[config.mk]
export PLATFORM = sky130hd
export DESIGN_NAME = mips_multicycle_control
export DESIGN_NICKNAME = d
export VERILOG_FILES = /design/src/rtl/mips_ctrl_pkg.sv /design/src/rtl/mips_alu_decoder.sv /design/src/rtl/mips_multicycle_control.sv
export SDC_FILE = /design/constraint.sdc
export NUM_CORES = 1
export LEC_CHECK = 0
export CAP_MARGIN = 20
export CORE_MARGIN = 5
export CORE_UTILIZATION = 50
export CTS_BUF_LIST = sky130_fd_sc_hd__clkbuf_16
export DETAILED_ROUTE_END_ITERATION = 12
export PLACE_DENSITY_LB_ADDON = 0.2
export REMOVE_ABC_BUFFERS = 1
export SETUP_SLACK_MARGIN = 0.2
export SYNTH_ARGS = -nofsm -noshare
export SYNTH_HDL_FRONTEND = slang
export SYNTH_SLANG_ARGS = --single-unit
[constraint.sdc]
create_clock -name clk -period 3.2 [get_ports clk]
set_input_delay 0.64 -clock clk [delete_from_list [all_inputs] [get_ports clk]]
set_output_delay 0.64 -clock clk [all_outputs]
set_load 0.005 [all_outputs]
[src/rtl/mips_ctrl_pkg.sv]
// mips_ctrl_pkg: shared states, opcode/funct/ALU codes and datapath select encodings
package mips_ctrl_pkg;
  typedef enum logic [3:0] {
    S_FETCH, S_DECODE, S_MEMADR, S_MEMRD, S_MEMWB, S_MEMWR, S_EXEC_R,
    S_ALUWB, S_BRANCH, S_IMM_EX, S_JUMP, S_JAL, S_ILLEGAL, S_HALT
  } state_e;
  localparam logic [5:0] OP_RTYPE = 6'h00, OP_J = 6'h02, OP_JAL = 6'h03, OP_BEQ = 6'h04,
                         OP_BNE = 6'h05, OP_ADDI = 6'h08, OP_ANDI = 6'h0C, OP_ORI = 6'h0D,
                         OP_LW = 6'h23, OP_SW = 6'h2B;
  localparam logic [5:0] F_SLL = 6'h00, F_SRL = 6'h02, F_ADD = 6'h20, F_SUB = 6'h22,
                         F_AND = 6'h24, F_OR = 6'h25, F_NOR = 6'h27, F_SLT = 6'h2A;
  localparam logic [3:0] ALU_AND = 4'b0000, ALU_OR = 4'b0001, ALU_ADD = 4'b0010,
                         ALU_SUB = 4'b0110, ALU_SLT = 4'b0111, ALU_SLL = 4'b1000,
                         ALU_SRL = 4'b1001, ALU_NOR = 4'b1100;
  localparam logic [1:0] SRCB_B = 2'd0, SRCB_4 = 2'd1, SRCB_IMM = 2'd2, SRCB_IMM4 = 2'd3;
  localparam logic [1:0] PC_ALU = 2'd0, PC_ALUOUT = 2'd1, PC_JUMP = 2'd2;
  localparam logic [1:0] M2R_ALU = 2'd0, M2R_MDR = 2'd1, M2R_PC = 2'd2;
  localparam logic [1:0] DST_RT = 2'd0, DST_RD = 2'd1, DST_RA = 2'd2;
endpackage

[src/rtl/mips_alu_decoder.sv]
// mips_alu_decoder: latched opcode/funct to ALU operation, flags unsupported R-type funct
module mips_alu_decoder
  import mips_ctrl_pkg::*;
#(
  parameter int ALUCTRL_W = 4
) (
  input  logic [5:0]           op_i,
  input  logic [5:0]           funct_i,
  output logic [ALUCTRL_W-1:0] alu_ctrl_o,
  output logic                 funct_illegal_o
);
  logic [3:0] r_code;
  logic       bad;
  always_comb begin
    r_code = ALU_ADD;
    bad = 1'b0;
    case (funct_i)
      F_ADD:   r_code = ALU_ADD;
      F_SUB:   r_code = ALU_SUB;
      F_AND:   r_code = ALU_AND;
      F_OR:    r_code = ALU_OR;
      F_NOR:   r_code = ALU_NOR;
      F_SLT:   r_code = ALU_SLT;
      F_SLL:   r_code = ALU_SLL;
      F_SRL:   r_code = ALU_SRL;
      default: bad = 1'b1;
    endcase
  end
  assign alu_ctrl_o = ALUCTRL_W'(op_i == OP_RTYPE ? r_code :
                                 op_i == OP_ANDI  ? ALU_AND :
                                 op_i == OP_ORI   ? ALU_OR  : ALU_ADD);
  assign funct_illegal_o = (op_i == OP_RTYPE) && bad;
endmodule

[src/rtl/mips_multicycle_control.sv]
// mips_multicycle_control: Moore FSM sequencing the shared multi-cycle MIPS datapath
module mips_multicycle_control
  import mips_ctrl_pkg::*;
#(
  parameter int ALUCTRL_W       = 4,
  parameter int HAS_JAL         = 1,
  parameter int TRAP_ON_ILLEGAL = 0
) (
  input  logic                 clk,
  input  logic                 reset,
  input  logic [5:0]           opcode,
  input  logic [5:0]           funct,
  input  logic                 zero,
  output logic                 IorD,
  output logic                 MemWrite,
  output logic                 IRWrite,
  output logic [1:0]           destination_indicator,
  output logic [1:0]           MemtoReg,
  output logic                 RegWrite,
  output logic                 ALUSrcA,
  output logic [1:0]           ALUSrcB,
  output logic                 ExtZero,
  output logic [ALUCTRL_W-1:0] ALUControl,
  output logic [1:0]           PCSrc,
  output logic                 PCEn,
  output logic                 illegal_instr,
  output logic [3:0]           state_dbg
);
  state_e                 state_q, state_d;
  logic [5:0]             op_q, funct_q;
  logic [ALUCTRL_W-1:0]   dec_alu;
  logic                   funct_bad;

  mips_alu_decoder #(.ALUCTRL_W(ALUCTRL_W)) u_dec (
    .op_i(op_q), .funct_i(funct_q), .alu_ctrl_o(dec_alu), .funct_illegal_o(funct_bad)
  );

  always_ff @(posedge clk) begin
    if (reset) begin
      state_q <= S_FETCH;
      op_q    <= '0;
      funct_q <= '0;
    end else begin
      state_q <= state_d;
      if (state_q == S_DECODE) begin
        op_q    <= opcode;
        funct_q <= funct;
      end
    end
  end

  // Dispatch in DECODE reads the live IR fields; every output uses only the latched copies.
  always_comb begin
    state_d = state_q;
    IorD = 1'b0;
    MemWrite = 1'b0;
    IRWrite = 1'b0;
    destination_indicator = DST_RT;
    MemtoReg = M2R_ALU;
    RegWrite = 1'b0;
    ALUSrcA = 1'b0;
    ALUSrcB = SRCB_B;
    ExtZero = 1'b0;
    ALUControl = ALUCTRL_W'(ALU_ADD);
    PCSrc = PC_ALU;
    PCEn = 1'b0;
    illegal_instr = 1'b0;
    case (state_q)
      S_FETCH: begin
        IRWrite = 1'b1;
        ALUSrcB = SRCB_4;
        PCEn = 1'b1;
        state_d = S_DECODE;
      end
      S_DECODE: begin
        ALUSrcB = SRCB_IMM4;
        case (opcode)
          OP_LW, OP_SW:              state_d = S_MEMADR;
          OP_RTYPE:                  state_d = S_EXEC_R;
          OP_BEQ, OP_BNE:            state_d = S_BRANCH;
          OP_ADDI, OP_ANDI, OP_ORI:  state_d = S_IMM_EX;
          OP_J:                      state_d = S_JUMP;
          OP_JAL:                    state_d = HAS_JAL != 0 ? S_JAL : S_ILLEGAL;
          default:                   state_d = S_ILLEGAL;
        endcase
      end
      S_MEMADR: begin
        ALUSrcA = 1'b1;
        ALUSrcB = SRCB_IMM;
        state_d = op_q == OP_SW ? S_MEMWR : S_MEMRD;
      end
      S_MEMRD: begin
        IorD = 1'b1;
        state_d = S_MEMWB;
      end
      S_MEMWB: begin
        RegWrite = 1'b1;
        MemtoReg = M2R_MDR;
        state_d = S_FETCH;
      end
      S_MEMWR: begin
        IorD = 1'b1;
        MemWrite = 1'b1;
        state_d = S_FETCH;
      end
      S_EXEC_R: begin
        ALUSrcA = 1'b1;
        ALUControl = dec_alu;
        state_d = funct_bad ? S_ILLEGAL : S_ALUWB;
      end
      S_ALUWB: begin
        RegWrite = 1'b1;
        destination_indicator = op_q == OP_RTYPE ? DST_RD : DST_RT;
        state_d = S_FETCH;
      end
      S_BRANCH: begin
        ALUSrcA = 1'b1;
        ALUControl = ALUCTRL_W'(ALU_SUB);
        PCSrc = PC_ALUOUT;
        PCEn = (op_q == OP_BNE) ^ zero;
        state_d = S_FETCH;
      end
      S_IMM_EX: begin
        ALUSrcA = 1'b1;
        ALUSrcB = SRCB_IMM;
        ExtZero = (op_q == OP_ANDI) || (op_q == OP_ORI);
        ALUControl = dec_alu;
        state_d = S_ALUWB;
      end
      S_JUMP: begin
        PCSrc = PC_JUMP;
        PCEn = 1'b1;
        state_d = S_FETCH;
      end
      S_JAL: begin
        RegWrite = 1'b1;
        destination_indicator = DST_RA;
        MemtoReg = M2R_PC;
        PCSrc = PC_JUMP;
        PCEn = 1'b1;
        state_d = S_FETCH;
      end
      S_ILLEGAL: begin
        illegal_instr = 1'b1;
        state_d = TRAP_ON_ILLEGAL != 0 ? S_HALT : S_FETCH;
      end
      S_HALT: illegal_instr = 1'b1;
      default: state_d = S_FETCH;
    endcase
    if (reset) begin
      IorD = 1'b0;
      MemWrite = 1'b0;
      IRWrite = 1'b0;
      destination_indicator = '0;
      MemtoReg = '0;
      RegWrite = 1'b0;
      ALUSrcA = 1'b0;
      ALUSrcB = '0;
      ExtZero = 1'b0;
      ALUControl = '0;
      PCSrc = '0;
      PCEn = 1'b0;
      illegal_instr = 1'b0;
    end
  end

  assign state_dbg = state_q;
endmodule

==> results_dict.tcl <==
set metrics [dict create \
    status "complete, no violations" \
    timing.fmax_mhz 339.5 \
    drt-initial-drc-count 67 \
    yosysUniqueCellTypes 53 \
    dpl.hpwl_mm 2.618 \
    syn_inst 178 \
    r2r-start "state_dbg[1]$_SDFFE_PP0P_" \
    ys_seq_elements 16 \
    worstPathRequired_ns 2.56 \
    powerDensity_mw_per_mm2 498.6 \
    synth_top_area_share_pct 25.22 \
    layout_common_cells "clkdlybuf4s50_1, nand2_1, a21oi_1, dfxtp_1, nor3_1" \
    dpl_worst_slack_ns 0.09808 \
    syn_area_per_cell_sq_um 7.135 \
    dieArea_sq_mm 0.003648 \
    place_area_sq_mm 0.001652 \
    grt_usage_pct 20.48 \
    grt-ovfl-total 0 \
    final_common_cell "clkdlybuf4s50_1" \
    use_met1_pct 26.42 \
    drt_wl_total_mm 3.509 \
    boundaryPins 39 \
    htreeDepth 1 \
    wl_per_cell_um 14.62 \
    grt_max_degree 28 \
    rrSetupSlack_ns 1.66 \
    antennaDiodeCount 0 \
    cts_inserted_buffers 3 \
    vias_per_cell 6.075 \
    use_met3_pct 2.128 \
    clk_pin_slew_ns 0.05 \
    crit_start "funct_q[2]$_SDFFE_PP0P_" \
    cts_tree "yes" \
    async_flop_share_pct 0 \
    nets 226 \
    clk_latency_ns 0.25 \
    crit_path_end_kind "primary output" \
    final.setup.tns_ns 0 \
    rsz0062_at_grt "yes" \
    worstPathArrival_ns 2.31 \
    synth_area_leader_cell "dfxtp_1" \
    die_height_um 60.40 \
    synth.top_cells.by_area "dfxtp_1, nand2_1, a21oi_1" \
    fp.coreArea_sq_mm 0.002455 \
    synth_ff_type "dfxtp_1" \
    grt_pass1_vias 1344 \
    clockBufferDepth 2 \
    min_period_ns 2.946 \
    drv_slew 0 \
    place_congestion 0.9018 \
    hold_buffers 0 \
    drc 0 \
    num_rows 18 \
    finalWorstSetupSlack_ns 0.2543 \
    cp_max_fo 7 \
    maxSlewHeadroom_pct 74.66 \
    peakVddDrop_mv 0.4157 \
    min_period_over_period_pct 92.05 \
    holdCritStartpoint "op_q[3]$_SDFFE_PP0P_" \
    detail_route.first_pass.iterations 4 \
    postRouteAntennaNets 0 \
    path_class "reg2out" \
    hold_viol_final 0 \
    cts-root-buf "clkbuf_16" \
    dieWidth_um 60.40 \
    portBuffers 38 \
    power.leakage_nw 0.5887 \
    grt-busiest-layer "met2" \
    fin_skew_ns 0.006561 \
    postLayoutCellArea_sq_mm 0.001744 \
    cts.sinks 16 \
    tightest_slew_ns 0.3750 \
    antenna_found_initial 0 \
    drive_gt1_share_pct 10.00 \
    total_power_mw 0.8696 \
    synth_edf_count 0 \
    start_kind "register" \
    ys_seq_area_share_pct 25.22 \
    max-cap-violations 0 \
    setup_viol 0 \
    start_util_pct 51.73 \
    num_vias 1458 \
    holdCritPathClass "reg2reg" \
    syn_area_sq_mm 0.001270 \
    area_delta_synth_final_pct 37.34 \
    met2_usage_pct 33.80 \
    yosysWarnings 0 \
    grt_pass1_wl_mm 5.706 \
]
## repair_timing
| item | in CTS | in global routing |
|---|---|---|
| gates resized for setup | 5 | 2 |
| hold endpoints to repair | 0 | 0 |
| pin swaps | 0 | 1 |
| gates cloned | 0 | 0 |
| setup buffers | 0 | 0 |
| setup endpoints to repair | 5 | 3 |
## power by group
| part | total (mW) | internal (mW) | switching, mW |
|---|---|---|---|
| Sequential | 0.287 | 0.230 | 0.0574 |
| Clock | 0.245 | 0.166 | 0.0788 |
| Combinational | 0.338 | 0.165 | 0.173 |
| Total | 0.870 | 0.560 | 0.309 |
## through the flow
step           util [%]  std cells  hold slack [ns]
2_1_floorplan         -        163           0.4564
3_3_place_gp      67.28        236           0.4849
3_5_place_dp      67.28        236           0.4989
4_1_cts           70.90        240           0.5087
5_1_grt           71.05        240           0.5408
6_report          71.05        240           0.5129
## worst max-delay path, stage by stage, from the launching register on
cell,delay (ns)
dfxtp_1,0.46
nor2b_1,0.33
nand3_1,0.12
a211oi_1,0.32
a22oi_1,0.13
nor3_1,0.17
clkdlybuf4s50_1,0.54
## sequential cells by signal, summed over array words and instances, names as in the netlist
register,cells
op_q,6
funct_q,6
state_dbg,4
## path summary, 6_finish.rpt
check,to,depth (start not counted)
max,ALUControl[0],6
min reg2reg,op_q[3]$_SDFFE_PP0P_,2
min,op_q[3]$_SDFFE_PP0P_,2
max reg2reg,state_dbg[1]$_SDFFE_PP0P_,4
## layout make-up
cell class                 count  area (sq um)
clock buffer                   3         75.07
tap                           30         37.54
multi-input combinational    145         870.8
clock inverter                 1         3.754
fill                         218         710.7
sequential                    16         321.6
timing repair buffer          43         427.9
inverter                       2         7.507
## cell families (layout without fill, tap and decap cells)
kind of cell / after synthesis / in the layout / synth area share, %
and+or+nand+nor: 93 / 93 / 41.28
muxes: 1 / 1 / 0.7882
AOI/OAI and AO/OA: 49 / 49 / 24.93
buffers and inverters: 17 / 49 / 6.403
xor gates and xnor gates: 2 / 2 / 1.380
DFF: 16 / 16 / 25.22
## cell usage after synthesis (2+ instances only)
cell       n
nand2_1   31
a21oi_1   20
dfxtp_1   16
clkbuf_1  10
nor2_1     9
nor3_1     9
nand2b_1   7
a31oi_1    6
nand3_1    5
o21ai_0    5
a211oi_1   4
nor2b_1    4
and4_1     3
nand4_1    3
buf_6      2
inv_1      2
nand3b_1   2
nand4b_1   2
nor4_1     2
nor4bb_1   2
or3_1      2
## layer usage
metal	vias up	routed length (um)	share of wire, %
met5	-	0	0
met4	0	68	1.9
met3	7	216	6.2
met2	44	1671	48
met1	686	1552	44
li1	721	-	-
Power figures use the tool's default switching activity.
